$ cat src/rtl/mux4_rr_arbiter_if.sv
// Request/grant bundle between four requesters and the shared 4:1 mux arbiter.
// Handshake: req_i[k] is a level request that requester k holds for as long as it wants
// the mux; gnt_o[k]/valid_o stay high from the edge that grants until the edge after
// req_i[k] falls (or a forced release), and sel_o drives the mux select throughout.
interface mux4_rr_arbiter_if;
    logic [3:0] req_i;
    logic [3:0] gnt_o;
    logic [1:0] sel_o;
    logic       valid_o;
    logic       preempt_o;

    modport master (
        input  req_i,
        output gnt_o,
        output sel_o,
        output valid_o,
        output preempt_o
    );

    modport slave (
        output req_i,
        input  gnt_o,
        input  sel_o,
        input  valid_o,
        input  preempt_o
    );
endinterface

$ cat src/rtl/mux4_rr_arbiter.sv
// Round-robin owner arbiter for a shared 4:1 mux; grants are held until the owner releases.
// Define ARB_HOLD_LIMIT_EN to force release after HOLD_MAX grant cycles when others wait.
module mux4_rr_arbiter #(
    parameter int HOLD_MAX = 16
) (
    input  logic              clk_i,
    input  logic              rst_i,
    mux4_rr_arbiter_if.master bus,
    output logic              state_dbg_o
);

    typedef enum logic {
        IDLE  = 1'b0,
        GRANT = 1'b1
    } state_t;

    state_t     state;
    logic [3:0] gnt_q;
    logic [1:0] sel_q;
    logic       valid_q;
    logic [1:0] ptr;
    logic [1:0] winner;
    logic       owner_req;

    if (HOLD_MAX < 1 || HOLD_MAX > 255) begin : g_bad_hold_max
        $error("HOLD_MAX must lie in 1..255");
    end

    // First requester at or after the pointer, wrapping modulo 4.
    function automatic logic [1:0] rr_pick(input logic [3:0] req, input logic [1:0] start);
        logic [1:0] idx;
        logic [1:0] pick;
        logic       found;
        pick  = start;
        found = 1'b0;
        for (int i = 0; i < 4; i++) begin
            idx = start + 2'(i);
            if (!found && req[idx]) begin
                pick  = idx;
                found = 1'b1;
            end
        end
        return pick;
    endfunction

    assign winner    = rr_pick(bus.req_i, ptr);
    assign owner_req = bus.req_i[sel_q];

`ifdef ARB_HOLD_LIMIT_EN
    localparam int            CW       = $clog2(HOLD_MAX + 1);
    localparam logic [CW-1:0] HOLD_LIM = CW'(HOLD_MAX);

    logic [CW-1:0] hold_cnt;
    logic          preempt_q;
    logic          others_req;

    assign others_req = (bus.req_i & ~gnt_q) != 4'b0000;
`endif

    always_ff @(posedge clk_i or posedge rst_i) begin
        if (rst_i) begin
            state   <= IDLE;
            gnt_q   <= 4'b0000;
            sel_q   <= 2'd0;
            valid_q <= 1'b0;
            ptr     <= 2'd0;
`ifdef ARB_HOLD_LIMIT_EN
            hold_cnt  <= '0;
            preempt_q <= 1'b0;
`endif
        end else begin
`ifdef ARB_HOLD_LIMIT_EN
            preempt_q <= 1'b0;
`endif
            case (state)
                IDLE: begin
                    if (bus.req_i != 4'b0000) begin
                        state   <= GRANT;
                        gnt_q   <= 4'b0001 << winner;
                        sel_q   <= winner;
                        valid_q <= 1'b1;
`ifdef ARB_HOLD_LIMIT_EN
                        hold_cnt <= CW'(1);
`endif
                    end
                end
                GRANT: begin
                    // sel_q keeps the old owner after release so the mux output stays put.
                    if (!owner_req) begin
                        state   <= IDLE;
                        gnt_q   <= 4'b0000;
                        valid_q <= 1'b0;
                        ptr     <= sel_q + 2'd1;
                    end
`ifdef ARB_HOLD_LIMIT_EN
                    else if (hold_cnt == HOLD_LIM && others_req) begin
                        state     <= IDLE;
                        gnt_q     <= 4'b0000;
                        valid_q   <= 1'b0;
                        ptr       <= sel_q + 2'd1;
                        preempt_q <= 1'b1;
                    end else if (hold_cnt != HOLD_LIM) begin
                        hold_cnt <= hold_cnt + CW'(1);
                    end
`endif
                end
                default: begin
                    state   <= IDLE;
                    gnt_q   <= 4'b0000;
                    valid_q <= 1'b0;
                end
            endcase
        end
    end

    assign bus.gnt_o   = gnt_q;
    assign bus.sel_o   = sel_q;
    assign bus.valid_o = valid_q;
`ifdef ARB_HOLD_LIMIT_EN
    assign bus.preempt_o = preempt_q;
`else
    assign bus.preempt_o = 1'b0;
`endif
    assign state_dbg_o = state;

    // Ownership invariants of the grant bundle.
    a_gnt_onehot0 : assert property (@(posedge clk_i) disable iff (rst_i)
        $onehot0(gnt_q));
    a_valid_iff_gnt : assert property (@(posedge clk_i) disable iff (rst_i)
        valid_q == (gnt_q != 4'b0000));
    a_sel_matches : assert property (@(posedge clk_i) disable iff (rst_i)
        !valid_q || gnt_q[sel_q]);

endmodule
$ cat src/flat_wrapper.sv
// flat-port wrapper written by rule: the top's interface ports become plain ports
module mux4_rr_arbiter_flat 
#(
    parameter int HOLD_MAX = 16
)
  (clk_i, rst_i, state_dbg_o, bus_req_i, bus_gnt_o, bus_sel_o, bus_valid_o, bus_preempt_o);
  mux4_rr_arbiter_if bus_i ();
  input  logic clk_i;
  input  logic rst_i;
  output logic state_dbg_o;
  input wire logic [$bits(bus_i.req_i)-1:0] bus_req_i;
  output wire logic [$bits(bus_i.gnt_o)-1:0] bus_gnt_o;
  output wire logic [$bits(bus_i.sel_o)-1:0] bus_sel_o;
  output wire logic [$bits(bus_i.valid_o)-1:0] bus_valid_o;
  output wire logic [$bits(bus_i.preempt_o)-1:0] bus_preempt_o;
  assign bus_i.req_i = bus_req_i;
  assign bus_gnt_o = bus_i.gnt_o;
  assign bus_sel_o = bus_i.sel_o;
  assign bus_valid_o = bus_i.valid_o;
  assign bus_preempt_o = bus_i.preempt_o;
  mux4_rr_arbiter #(.HOLD_MAX(HOLD_MAX)) u_core (.clk_i(clk_i), .rst_i(rst_i), .bus(bus_i), .state_dbg_o(state_dbg_o));
endmodule
$ cat config.mk
export PLATFORM = sky130hd
export DESIGN_NAME = mux4_rr_arbiter_flat
export DESIGN_NICKNAME = d
export VERILOG_FILES = /design/src/rtl/mux4_rr_arbiter_if.sv /design/src/rtl/mux4_rr_arbiter.sv /design/src/flat_wrapper.sv
export SDC_FILE = /design/constraint.sdc
export NUM_CORES = 1
export LEC_CHECK = 0
export CAP_MARGIN = 40
export CORE_UTILIZATION = 35
export CTS_BUF_LIST = sky130_fd_sc_hd__clkbuf_4 sky130_fd_sc_hd__clkbuf_8 sky130_fd_sc_hd__clkbuf_16
export DETAILED_ROUTE_END_ITERATION = 12
export DONT_BUFFER_PORTS = 1
export HOLD_SLACK_MARGIN = 0.08
export SYNTH_ARGS = -nofsm -noshare
export SYNTH_HDL_FRONTEND = slang
export SYNTH_SLANG_ARGS = --single-unit
export TNS_END_PERCENT = 20
$ cat constraint.sdc
create_clock -name clk_i -period 1.54 [get_ports clk_i]
set_clock_uncertainty 0.15 [all_clocks]
set_input_delay 0.154 -clock clk_i [delete_from_list [all_inputs] [get_ports clk_i]]
set_output_delay 0.154 -clock clk_i [all_outputs]
set_load 0.1 [all_outputs]
**Word level (Yosys, flattened, before mapping)**

Cells that the tools add are included.

- Output and inout bits: 9
- Word-level logic and storage cells: 54
- Register bits: 10

- $lt $le $gt $ge: 5
- Bitwise gates (word level): 2
- Shift operators: 1
- $add $sub $neg: 4
- Multiplexer cells: 25
- Reductions and logical operators: 10
- Equality and inequality tests: 2

Operators by type and width:

| kind | count |
|---|---|
| less-than comparator 2 x 3 -> 1 bit, second input constant | 5 |
| 2-to-1 mux 1 bit | 12 |
| binary-select mux 1 bit (select 2 bit) | 5 |
| 2-to-1 mux 4 bit | 2 |
| one-hot mux 4 bit (2 select lines) | 1 |
| 2-to-1 mux 2 bit | 3 |
| AND reduction 2 bit | 3 |
| adder 2 x 1 -> 2 bit, second input constant | 2 |
| adder 2 bit, second input constant | 2 |
| one-hot mux 1 bit (2 select lines) | 2 |
| nonzero test 4 bit | 1 |
| left shift 1 x 2 -> 4 bit, first input constant | 1 |
| logical AND 1 bit | 3 |
| logical NOT 1 bit | 3 |
| inequality test 2 x 1 -> 1 bit, second input constant | 1 |
| inequality test 2 bit, second input constant | 1 |
| NOT 1 bit | 2 |

**Depth between registers and ports, before layout**

Gate-level depths: netlist (run 1).

- Depth in word-level cells: 15
- Depth in mapped cells: 5
- Gate-level depth less buffers: 4

**Worst setup path after synthesis (run 1)**

OpenSTA, ideal clock, no wires.

- Path kind: reg-to-reg
- Start point: register u_core.sel_q[0], in the netlist u_core.bus.sel_o[0]
- End point: register u_core.gnt_q[1], in the netlist u_core.bus.gnt_o[1]
- Setup time: 0.127 ns
- Arrival time: 2.019 ns
- Cell stages (with the launch flop): 6
- Path slack: -0.756 ns
- Clock period less this slack: 2.296 ns
- Required time: 1.263 ns
- Path buffers: 1
- Cells stage by stage: dfrtp_1 -> mux4_2 -> nand2b_4 -> buf_6 -> nand3_2 -> o31ai_2

- Word-level cells in the longest chain between the ends: 4

RTL lines:

| item | line | source |
|---|---|---|
| start, declared | mux4_rr_arbiter.sv:19 | `logic [1:0] sel_q;` |
| start signal, assigned | mux4_rr_arbiter.sv:80 | `sel_q <= winner;` |
| binary-select mux 1 bit (select 2 bit) | mux4_rr_arbiter.sv:47 | `assign owner_req = bus.req_i[sel_q];` |
| 2-to-1 mux 1 bit (implied by the code) | mux4_rr_arbiter.sv:47 |  |
| inequality test 2 bit (no source line) | n/a |  |
| AND reduction 2 bit (no source line) | n/a |  |
| end signal, assigned | mux4_rr_arbiter.sv:79 | `gnt_q <= 4'b0001 << winner;` |
| end, declared | mux4_rr_arbiter.sv:18 | `logic [3:0] gnt_q;` |

Every way passes these cells. The select of a mux whose other input is x is not followed.
A chain may end at the register's enable or synchronous reset.

**Final worst setup path (run 1)**

- Start point: register u_core.sel_q[0], in the netlist u_core.bus.sel_o[0]
- End point: register u_core.gnt_q[3], in the netlist u_core.bus.gnt_o[3]

The elaborated chain is that of the path after synthesis.

==> results of run 1 <==
final cells by class:
class,instances,area share [%]
repair buffers,17,17.4
well taps,16,2.48
flip-flops and latches,10,31.7
inverters,3,1.40
multi-input cells,41,44.3
clock buffers,3,2.80
cell usage after synthesis:
cell type / count
nor3b_2: 1
o21ai_1: 3
conb_1: 1
mux4_2: 1
nor2b_1: 2
a21oi_1: 1
buf_6: 2
nand2b_4: 1
o21ai_2: 1
nand2_1: 6
o31ai_2: 2
a211o_1: 1
dfrtp_1: 10
or2_1: 2
o21ai_0: 1
a2111oi_2: 1
o31ai_1: 2
nor2_1: 3
nand2b_1: 1
nor4_1: 1
o211a_1: 1
xnor2_1: 1
buf_4: 1
a21boi_0: 2
inv_1: 3
o211ai_1: 1
nand3_2: 4
critical path: stages (launching register included):
cell      delay [ns]
dfrtp_4         0.41
mux4_2          0.51
nand2b_4        0.20
nand3_2         0.08
o31ai_2         0.06
sequential cells by signal (all words and copies together), names as in the netlist:
register,count
u_core.ptr,2
u_core.bus.sel_o,2
u_core.bus.gnt_o,4
u_core.bus.valid_o,1
u_core.state_dbg_o,1
through the flow:
step                      std cells  hold slack (ns)
final                            90          -0.0763
after global routing             90          -0.0478
after CTS                        87          -0.0190
after detailed placement         80           -0.104
after global placement           80          -0.0991
after floorplan                  56           -0.156
cell families after synthesis:
| kind of cell | after synthesis | share of synthesized area [%] |
|---|---|---|
| AND/OR/NAND/NOR | 21 | 23.2 |
| AO/OA/AOI/OAI | 16 | 21.9 |
| flip-flops | 10 | 42.1 |
| buffers and inverters | 6 | 6.95 |
| XOR/XNOR | 1 | 1.47 |
| multiplexers | 1 | 3.79 |
| other | 1 | 0.631 |
per-layer routing:
metal / vias to the layer above / GRT usage, % / share of wire (%) / routed length (um)
met3: 2 / 8.09 / 4.9 / 69
li1: 235 / - / - / -
met5: - / 0 / 0 / 0
met1: 250 / 19.7 / 40 / 565
met2: 12 / 24.5 / 55 / 781
met4: 0 / 5.45 / 0.42 / 6
path summary, 6_finish.rpt:
check                                     from                   to  slack [ns]  cells after the start
max in group asynchronous                rst_i  u_core.bus.sel_o[0]        0.78                      2
min in group asynchronous                rst_i   u_core.bus.valid_o        0.15                      2
max reg2reg                u_core.bus.sel_o[0]  u_core.bus.gnt_o[3]        0.01                      4
min reg2reg                 u_core.bus.valid_o   u_core.bus.valid_o        0.34                      2
min                               bus_req_i[0]   u_core.state_dbg_o       -0.08                      2
max                        u_core.bus.sel_o[0]  u_core.bus.gnt_o[3]        0.01                      4
what timing repair did:
action,4_1_cts,5_1_grt
setup endpoints to repair,8,10
buffers inserted,0,1
gates resized for setup,1,11
endpoints found under the hold margin,11,3
pin swaps,4,3
gates cloned,1,0
hold buffers,3,2
==> flow_summary_export.csv, run 1 <==
group,metric,value,unit
worst_setup_path,critPathKind,"reg -> reg",
cts,clock-sinks,10,
worst_setup_path,path_max_fanout,5,
layout,fillCellCount,138,
yosys,synth.distinct_cells,27,
floorplanning,io_pins,15,
outcome,status,"finished with violations",
floorplanning,fp-row-count,14,
timing,hold_violations,1,
detailed_routing,vias,499,
timing,finalSetupTns,0,ns
layout,mostFrequentLayoutCells,"12 x buf_4, 8 x dfrtp_1, 6 x nand2_1",
timing,fmax,0.655,GHz
placement,placed_cell_area,672,sq um
detailed_routing,drt-initial-drc-count,8,
worst_setup_path,worstSetupStartpointType,"register",
timing,setup_viol,0,
layout,drive_gt1_share,48.6,%
global_route,grt_pass1_wl,2.14,mm
detailed_routing,vias_per_cell,5.54,
floorplanning,core-area,1540,sq um
global_route,grt_overflow_total,0,
detailed_routing,wl_per_cell,15.8,um
detailed_routing,drc,0,
yosys,yosysTopAreaCell,"dfrtp_1",
global_route,grtUsageTotal,16.1,%
placement,gp_congestion,0.726,
timing,finalWorstSetupSlack,0.0133,ns
yosys,synth_cells,56,
timing,rsz0062_at_grt,"true",
timing,post-route-period-util,99.1,%
floorplanning,die_h,43.2,um
layout,mostFrequentLayoutCell,"buf_4",
cts,clock_latency,0.27,ns
yosys,synth_top_area_share,42.1,%
layout,antennaDiodeCount,0,
layout,syn_to_final_growth,35.6,%
timing,maxSlewViolCount,0,
outcome,violations,"hold timing",
cts,cts_buffer_depth,2,
cts,cts_tree,"built",
global_route,antenna_found_initial,0,
detailed_routing,ant_nets,0,
yosys,ys_seq_elements,10,
global_route,grt_max_degree,14,
flow_run,drv_cap,0,
layout,fin_nets,82,
layout,multi_input_area,357,sq um
timing,finalCriticalPeriod,1.53,ns
cts,cts-htree-levels,1,
yosys,ys_seq_area_share,42.1,%
cts,cts_root_buf,"clkbuf_4",
cts,cts_made_buffers,3,
floorplanning,die_area,1870,sq um
worst_setup_path,critical_path_arrival,1.52,ns
floorplanning,floorplan.initialDensity,38.6,%
timing,hold_slack,-0.0763,ns
yosys,syn_area_per_cell,10.6,sq um
placement,port-buffer-count,0,
worst_setup_path,cp-end-kind,"register",
placement,dp_hpwl,877,um
yosys,synth_nets,62,
layout,utilization,52.3,%
layout,final_cell_area,806,sq um
floorplanning,die_w,43.2,um
detailed_routing,totalWireLength,1.42,mm
yosys,synthTopCellsByArea,"dfrtp_1 42%, nand3_2 6.7%, o31ai_2 4.2%, buf_6 3.8%, mux4_2 3.8%",
cts,clk_pin_slew,0.06,ns
global_route,grt_pass1_vias,479,
layout,register_area,255,sq um
yosys,ys_warn_count,0,
detailed_routing,drtPass1Iterations,4,
placement,place_ws,-0.0270,ns
yosys,syn-cell-area,594,sq um
hold_path,worstHoldPathType,"in -> reg",
worst_setup_path,worstPathRequired,1.53,ns
Power of run 1 is left out: the tool's default activity adds up to more than one toggle a clock period on the data nets, which glitch-free logic cannot reach.
==> inputs of run 2 (changes only) <==
--- a/config.mk
+++ b/config.mk
@@ -6,11 +6,14 @@
 export NUM_CORES = 1
 export LEC_CHECK = 0
 export CAP_MARGIN = 40
-export CORE_UTILIZATION = 35
+export CELL_PAD_IN_SITES_DETAIL_PLACEMENT = 1
+export CELL_PAD_IN_SITES_GLOBAL_PLACEMENT = 2
+export CORE_UTILIZATION = 32
 export CTS_BUF_LIST = sky130_fd_sc_hd__clkbuf_4 sky130_fd_sc_hd__clkbuf_8 sky130_fd_sc_hd__clkbuf_16
 export DETAILED_ROUTE_END_ITERATION = 12
 export DONT_BUFFER_PORTS = 1
 export HOLD_SLACK_MARGIN = 0.08
+export PLACE_DENSITY_LB_ADDON = 0.1
 export SYNTH_ARGS = -nofsm -noshare
 export SYNTH_HDL_FRONTEND = slang
 export SYNTH_SLANG_ARGS = --single-unit
==> flow_summary_export.csv, run 2 (synthesis gave the netlist of run 1 again) <==
group,metric,value,unit
layout,fin_nets,82,
detailed_routing,drtPass1Iterations,4,
worst_setup_path,crit_slowest_cell,"mux4_2",
detailed_routing,drc,0,
worst_setup_path,reg2reg_to,"u_core.bus.gnt_o[2]",
placement,dp_hpwl,1.08,mm
layout,fin_cells,100,
worst_setup_path,cp-end-kind,"register",
timing,maxSlewViolCount,0,
placement,place_ws,-0.0251,ns
worst_setup_path,critPathKind,"reg -> reg",
layout,register_area,255,sq um
timing,rsz0062_at_grt,"true",
detailed_routing,totalWireLength,1.54,mm
hold_path,min_delay_path_depth,3,
cts,cts_root_buf,"clkbuf_4",
worst_setup_path,crit_buf_inv,0,
worst_setup_path,reg2regPathDepth,4,
detailed_routing,vias,495,
global_route,grt_overflow_total,0,
timing,setup_viol,0,
detailed_routing,vias_per_cell,4.95,
floorplanning,core-area,1730,sq um
timing,finalWorstSetupSlack,0.00494,ns
layout,largest_reg_flops,4,
cts,clock_latency,0.28,ns
detailed_routing,wl_per_cell,15.4,um
detailed_routing,drt-initial-drc-count,4,
layout,drive_gt1_share,45.3,%
outcome,status,"finished, final reports clean",
worst_setup_path,cp_cell_sequence,"mux4_2 -> nand2b_4 -> nand3_2 -> o31ai_2",
cts,clk_pin_slew,0.07,ns
floorplanning,die_w,45.1,um
floorplanning,fp-row-count,15,
floorplanning,floorplan.initialDensity,34.4,%
worst_setup_path,r2r-start,"u_core.bus.sel_o[0]",
timing,fmax,0.651,GHz
worst_setup_path,path_max_fanout,5,
global_route,grt_pass1_wl,2.51,mm
cts,cts-htree-levels,1,
worst_setup_path,critPathMaxStageDelay,0.51,ns
worst_setup_path,critical_path_arrival,1.55,ns
layout,fillCellCount,196,
cts,cts_tree,"built",
global_route,grt_pass1_vias,536,
layout,mostFrequentLayoutCell,"buf_4",
cts,cts_made_buffers,3,
placement,gp_congestion,0.803,
global_route,grtUsageTotal,17.8,%
hold_path,hold_end,"u_core.bus.gnt_o[0]",
hold_path,hp-start,"bus_req_i[3]",
worst_setup_path,cp_top_family,"multiplexers",
worst_setup_path,worstPathRequired,1.55,ns
timing,post-route-period-util,99.7,%
layout,syn_to_final_growth,36.6,%
layout,multi_input_area,334,sq um
cts,clock-sinks,10,
placement,placed_cells,89,
layout,antennaDiodeCount,0,
flow_run,drv_cap,0,
layout,mostFrequentLayoutCells,"11 x buf_4, 8 x dfrtp_1, 6 x nand2_1",
worst_setup_path,reg2reg_setup_slack,0.005,ns
timing,hold_violations,0,
floorplanning,io_pins,15,
global_route,grt_max_degree,14,
placement,port-buffer-count,0,
global_route,antenna_found_initial,0,
cts,cts_buffer_depth,2,
floorplanning,die_area,2030,sq um
floorplanning,die_h,45.1,um
hold_path,worstHoldPathType,"in -> reg",
worst_setup_path,worstSetupStartpointType,"register",
timing,finalCriticalPeriod,1.54,ns
detailed_routing,ant_nets,0,
## run 2: worst max path at each step
| stage | from | end | depth (start not counted) |
|---|---|---|---|
| after floorplan | u_core.bus.sel_o[0] | u_core.bus.gnt_o[1] | 5 |
| after global placement | u_core.bus.sel_o[0] | u_core.bus.gnt_o[3] | 4 |
| after detailed placement | u_core.ptr[1] | u_core.bus.gnt_o[1] | 4 |
| after CTS | u_core.bus.sel_o[0] | u_core.bus.gnt_o[2] | 4 |
| after global routing | u_core.bus.sel_o[0] | u_core.bus.gnt_o[2] | 4 |
| final | u_core.bus.sel_o[0] | u_core.bus.gnt_o[2] | 4 |
## run 2: worst register-to-register path: cells and delay by family, from the launching register on
family | cells | cell delay, ns
multiplexers | 1 | 0.51
flip-flops | 1 | 0.42
AND/OR/NAND/NOR | 2 | 0.28
AO/OA/AOI/OAI | 1 | 0.06
## run 2: layout make-up
type                       count  area share, %
clock buffer                   4           4.47
inverter                       3           1.39
multi-input combinational     41           41.1
sequential                    10           31.4
tap                           25           3.85
timing repair buffer          17           17.7
## run 2: stage by stage
stage                     area (sq um)  setup TNS (ns)  util [%]  hold slack (ns)
after floorplan                    599           -3.07         -           -0.156
final                              812               0      47.0           0.0964
after global routing               812          -0.176      47.0            0.112
after detailed placement           683         -0.0557      39.6          -0.0976
after CTS                          783         -0.0172      45.4           0.0961
after global placement             683               0      39.6           -0.115
## run 2: timing repair
action,CTS,global route
hold buffers,5,0
resized for setup,2,6
gates cloned,1,0
hold endpoints to repair,11,0
endpoints found under the setup margin,7,10
pin swaps,5,3
setup buffers,0,1
## run 2: layer usage
layer | GRT usage [%] | vias up | part of all wire [%]
met4 | 7.27 | 0 | 1.7
met3 | 2.40 | 3 | 3.6
li1 | - | 236 | -
met5 | 0 | - | 0
met1 | 21.8 | 242 | 42
met2 | 31.3 | 14 | 52
Power of run 2 is left out for the same reason.
==> inputs of run 3 (changes only) <==
--- a/config.mk
+++ b/config.mk
@@ -8,6 +8,7 @@
 export CAP_MARGIN = 40
 export CELL_PAD_IN_SITES_DETAIL_PLACEMENT = 1
 export CELL_PAD_IN_SITES_GLOBAL_PLACEMENT = 2
+export CORE_MARGIN = 2
 export CORE_UTILIZATION = 32
 export CTS_BUF_LIST = sky130_fd_sc_hd__clkbuf_4 sky130_fd_sc_hd__clkbuf_8 sky130_fd_sc_hd__clkbuf_16
 export DETAILED_ROUTE_END_ITERATION = 12
==> flow_summary_export.csv, run 3 (synthesis gave the netlist of run 1 again) <==
group,metric,value,unit
outcome,status,"finished with violations",
outcome,violations,"hold timing, setup timing",
cts,clock-sinks,10,
floorplanning,die_w,47.1,um
layout,drive_gt1_share,43.8,%
floorplanning,floorplan.initialDensity,34.1,%
cts,cts_buffer_depth,2,
detailed_routing,totalWireLength,1.47,mm
cts,cts_tree,"built",
layout,antennaDiodeCount,0,
detailed_routing,vias,485,
hold_path,min_delay_path_depth,2,
placement,port-buffer-count,0,
global_route,grt_max_degree,14,
floorplanning,io_pins,15,
layout,mostFrequentLayoutCells,"10 x buf_4, 8 x dfrtp_1",
worst_setup_path,critPathKind,"reg -> reg",
timing,maxSlewViolCount,0,
worst_setup_path,worstPathRequired,1.52,ns
layout,largest_reg_flops,4,
timing,finalWorstSetupSlack,-0.0221,ns
detailed_routing,ant_nets,0,
worst_setup_path,crit_buf_inv,0,
detailed_routing,vias_per_cell,4.95,
detailed_routing,drc,0,
placement,gp_congestion,0.696,
cts,cts_made_buffers,3,
global_route,antenna_found_initial,0,
flow_run,drv_cap,0,
cts,cts-htree-levels,1,
worst_setup_path,path_max_fanout,5,
placement,placed_cell_area,683,sq um
floorplanning,fp-row-count,15,
global_route,grt_pass1_vias,498,
timing,fmax,0.640,GHz
layout,mostFrequentLayoutCell,"buf_4",
layout,fin_nets,80,
worst_setup_path,crit_slowest_cell,"mux4_2",
floorplanning,die_h,47.1,um
floorplanning,core-area,1750,sq um
layout,fillCellCount,212,
hold_path,worstHoldPathType,"in -> reg",
global_route,grtUsageTotal,14.6,%
timing,hold_violations,1,
detailed_routing,drtPass1Iterations,4,
layout,syn_to_final_growth,34.7,%
cts,clk_pin_slew,0.07,ns
timing,setup_viol,5,
worst_setup_path,critPathMaxStageDelay,0.53,ns
placement,dp_hpwl,1.12,mm
cts,cts_root_buf,"clkbuf_4",
worst_setup_path,worstSetupStartpointType,"register",
global_route,grt_overflow_total,0,
timing,post-route-period-util,101,%
global_route,grt_pass1_wl,2.19,mm
worst_setup_path,cp_cell_sequence,"mux4_2 -> nand2b_4 -> nand3_2 -> o31ai_1",
timing,rsz0062_at_grt,"true",
worst_setup_path,cp-end-kind,"register",
cts,hold_buffers,4,
timing,finalCriticalPeriod,1.56,ns
detailed_routing,drt-initial-drc-count,8,
layout,final_cell_area,801,sq um
worst_setup_path,reg2regPathDepth,4,
cts,postCtsSetupBuffers,0,
worst_setup_path,critical_path_arrival,1.55,ns
floorplanning,die_area,2220,sq um
timing,hold_slack,-0.0482,ns
cts,clock_latency,0.26,ns
worst_setup_path,cp_top_family,"multiplexers",
worst_setup_path,crit_cells,4,
detailed_routing,wl_per_cell,15.0,um
-- run 3: layout make-up --
cell class	count	area, sq um	area share (%)
flip-flops and latches	10	255	31.9
inverters	3	11.3	1.41
multi-input cells	41	340	42.5
clock buffers	4	36.3	4.53
well taps	25	31.3	3.91
repair buffers	15	126	15.8
-- run 3: timing repair --
item / CTS / global route
resized for setup: 3 / 6
endpoints found under the setup margin: 10 / 10
pin swaps: 5 / 5
hold endpoints to repair: 11 / 1
gates cloned: 1 / 0
-- run 3: stage by stage --
stage	hold WS [ns]	setup WS, ns	util, %	std cells	TNS [ns]
3_3_place_gp	-0.114	0.0200	39.1	89	0
4_1_cts	-0.0309	-0.0188	44.3	98	-0.0536
5_1_grt	-0.0439	-0.0601	45.9	98	-0.284
2_1_floorplan	-0.156	-0.340	-	56	-3.07
3_5_place_dp	-0.0992	-0.0291	39.1	89	-0.0720
6_report	-0.0482	-0.0221	45.9	98	-0.0572
-- run 3: routing by layer --
layer | vias up | global-route usage [%] | share of wire, %
li1 | 229 | - | -
met1 | 243 | 18.1 | 41
met2 | 13 | 25.5 | 53
met3 | 0 | 3.46 | 5.7
met4 | 0 | 3.33 | 0
met5 | - | 0 | 0
-- run 3: worst paths after layout --
check	startpoint	to	slack (ns)
hold / removal	bus_req_i[0]	u_core.state_dbg_o	-0.05
setup reg to reg	u_core.bus.sel_o[0]	u_core.bus.gnt_o[3]	-0.02
min in group asynchronous	rst_i	u_core.bus.gnt_o[1]	0.17
hold reg to reg	u_core.bus.valid_o	u_core.bus.valid_o	0.36
setup / recovery	u_core.bus.sel_o[0]	u_core.bus.gnt_o[3]	-0.02
max in group asynchronous	rst_i	u_core.bus.sel_o[0]	0.75
Power of run 3 is left out for the same reason.
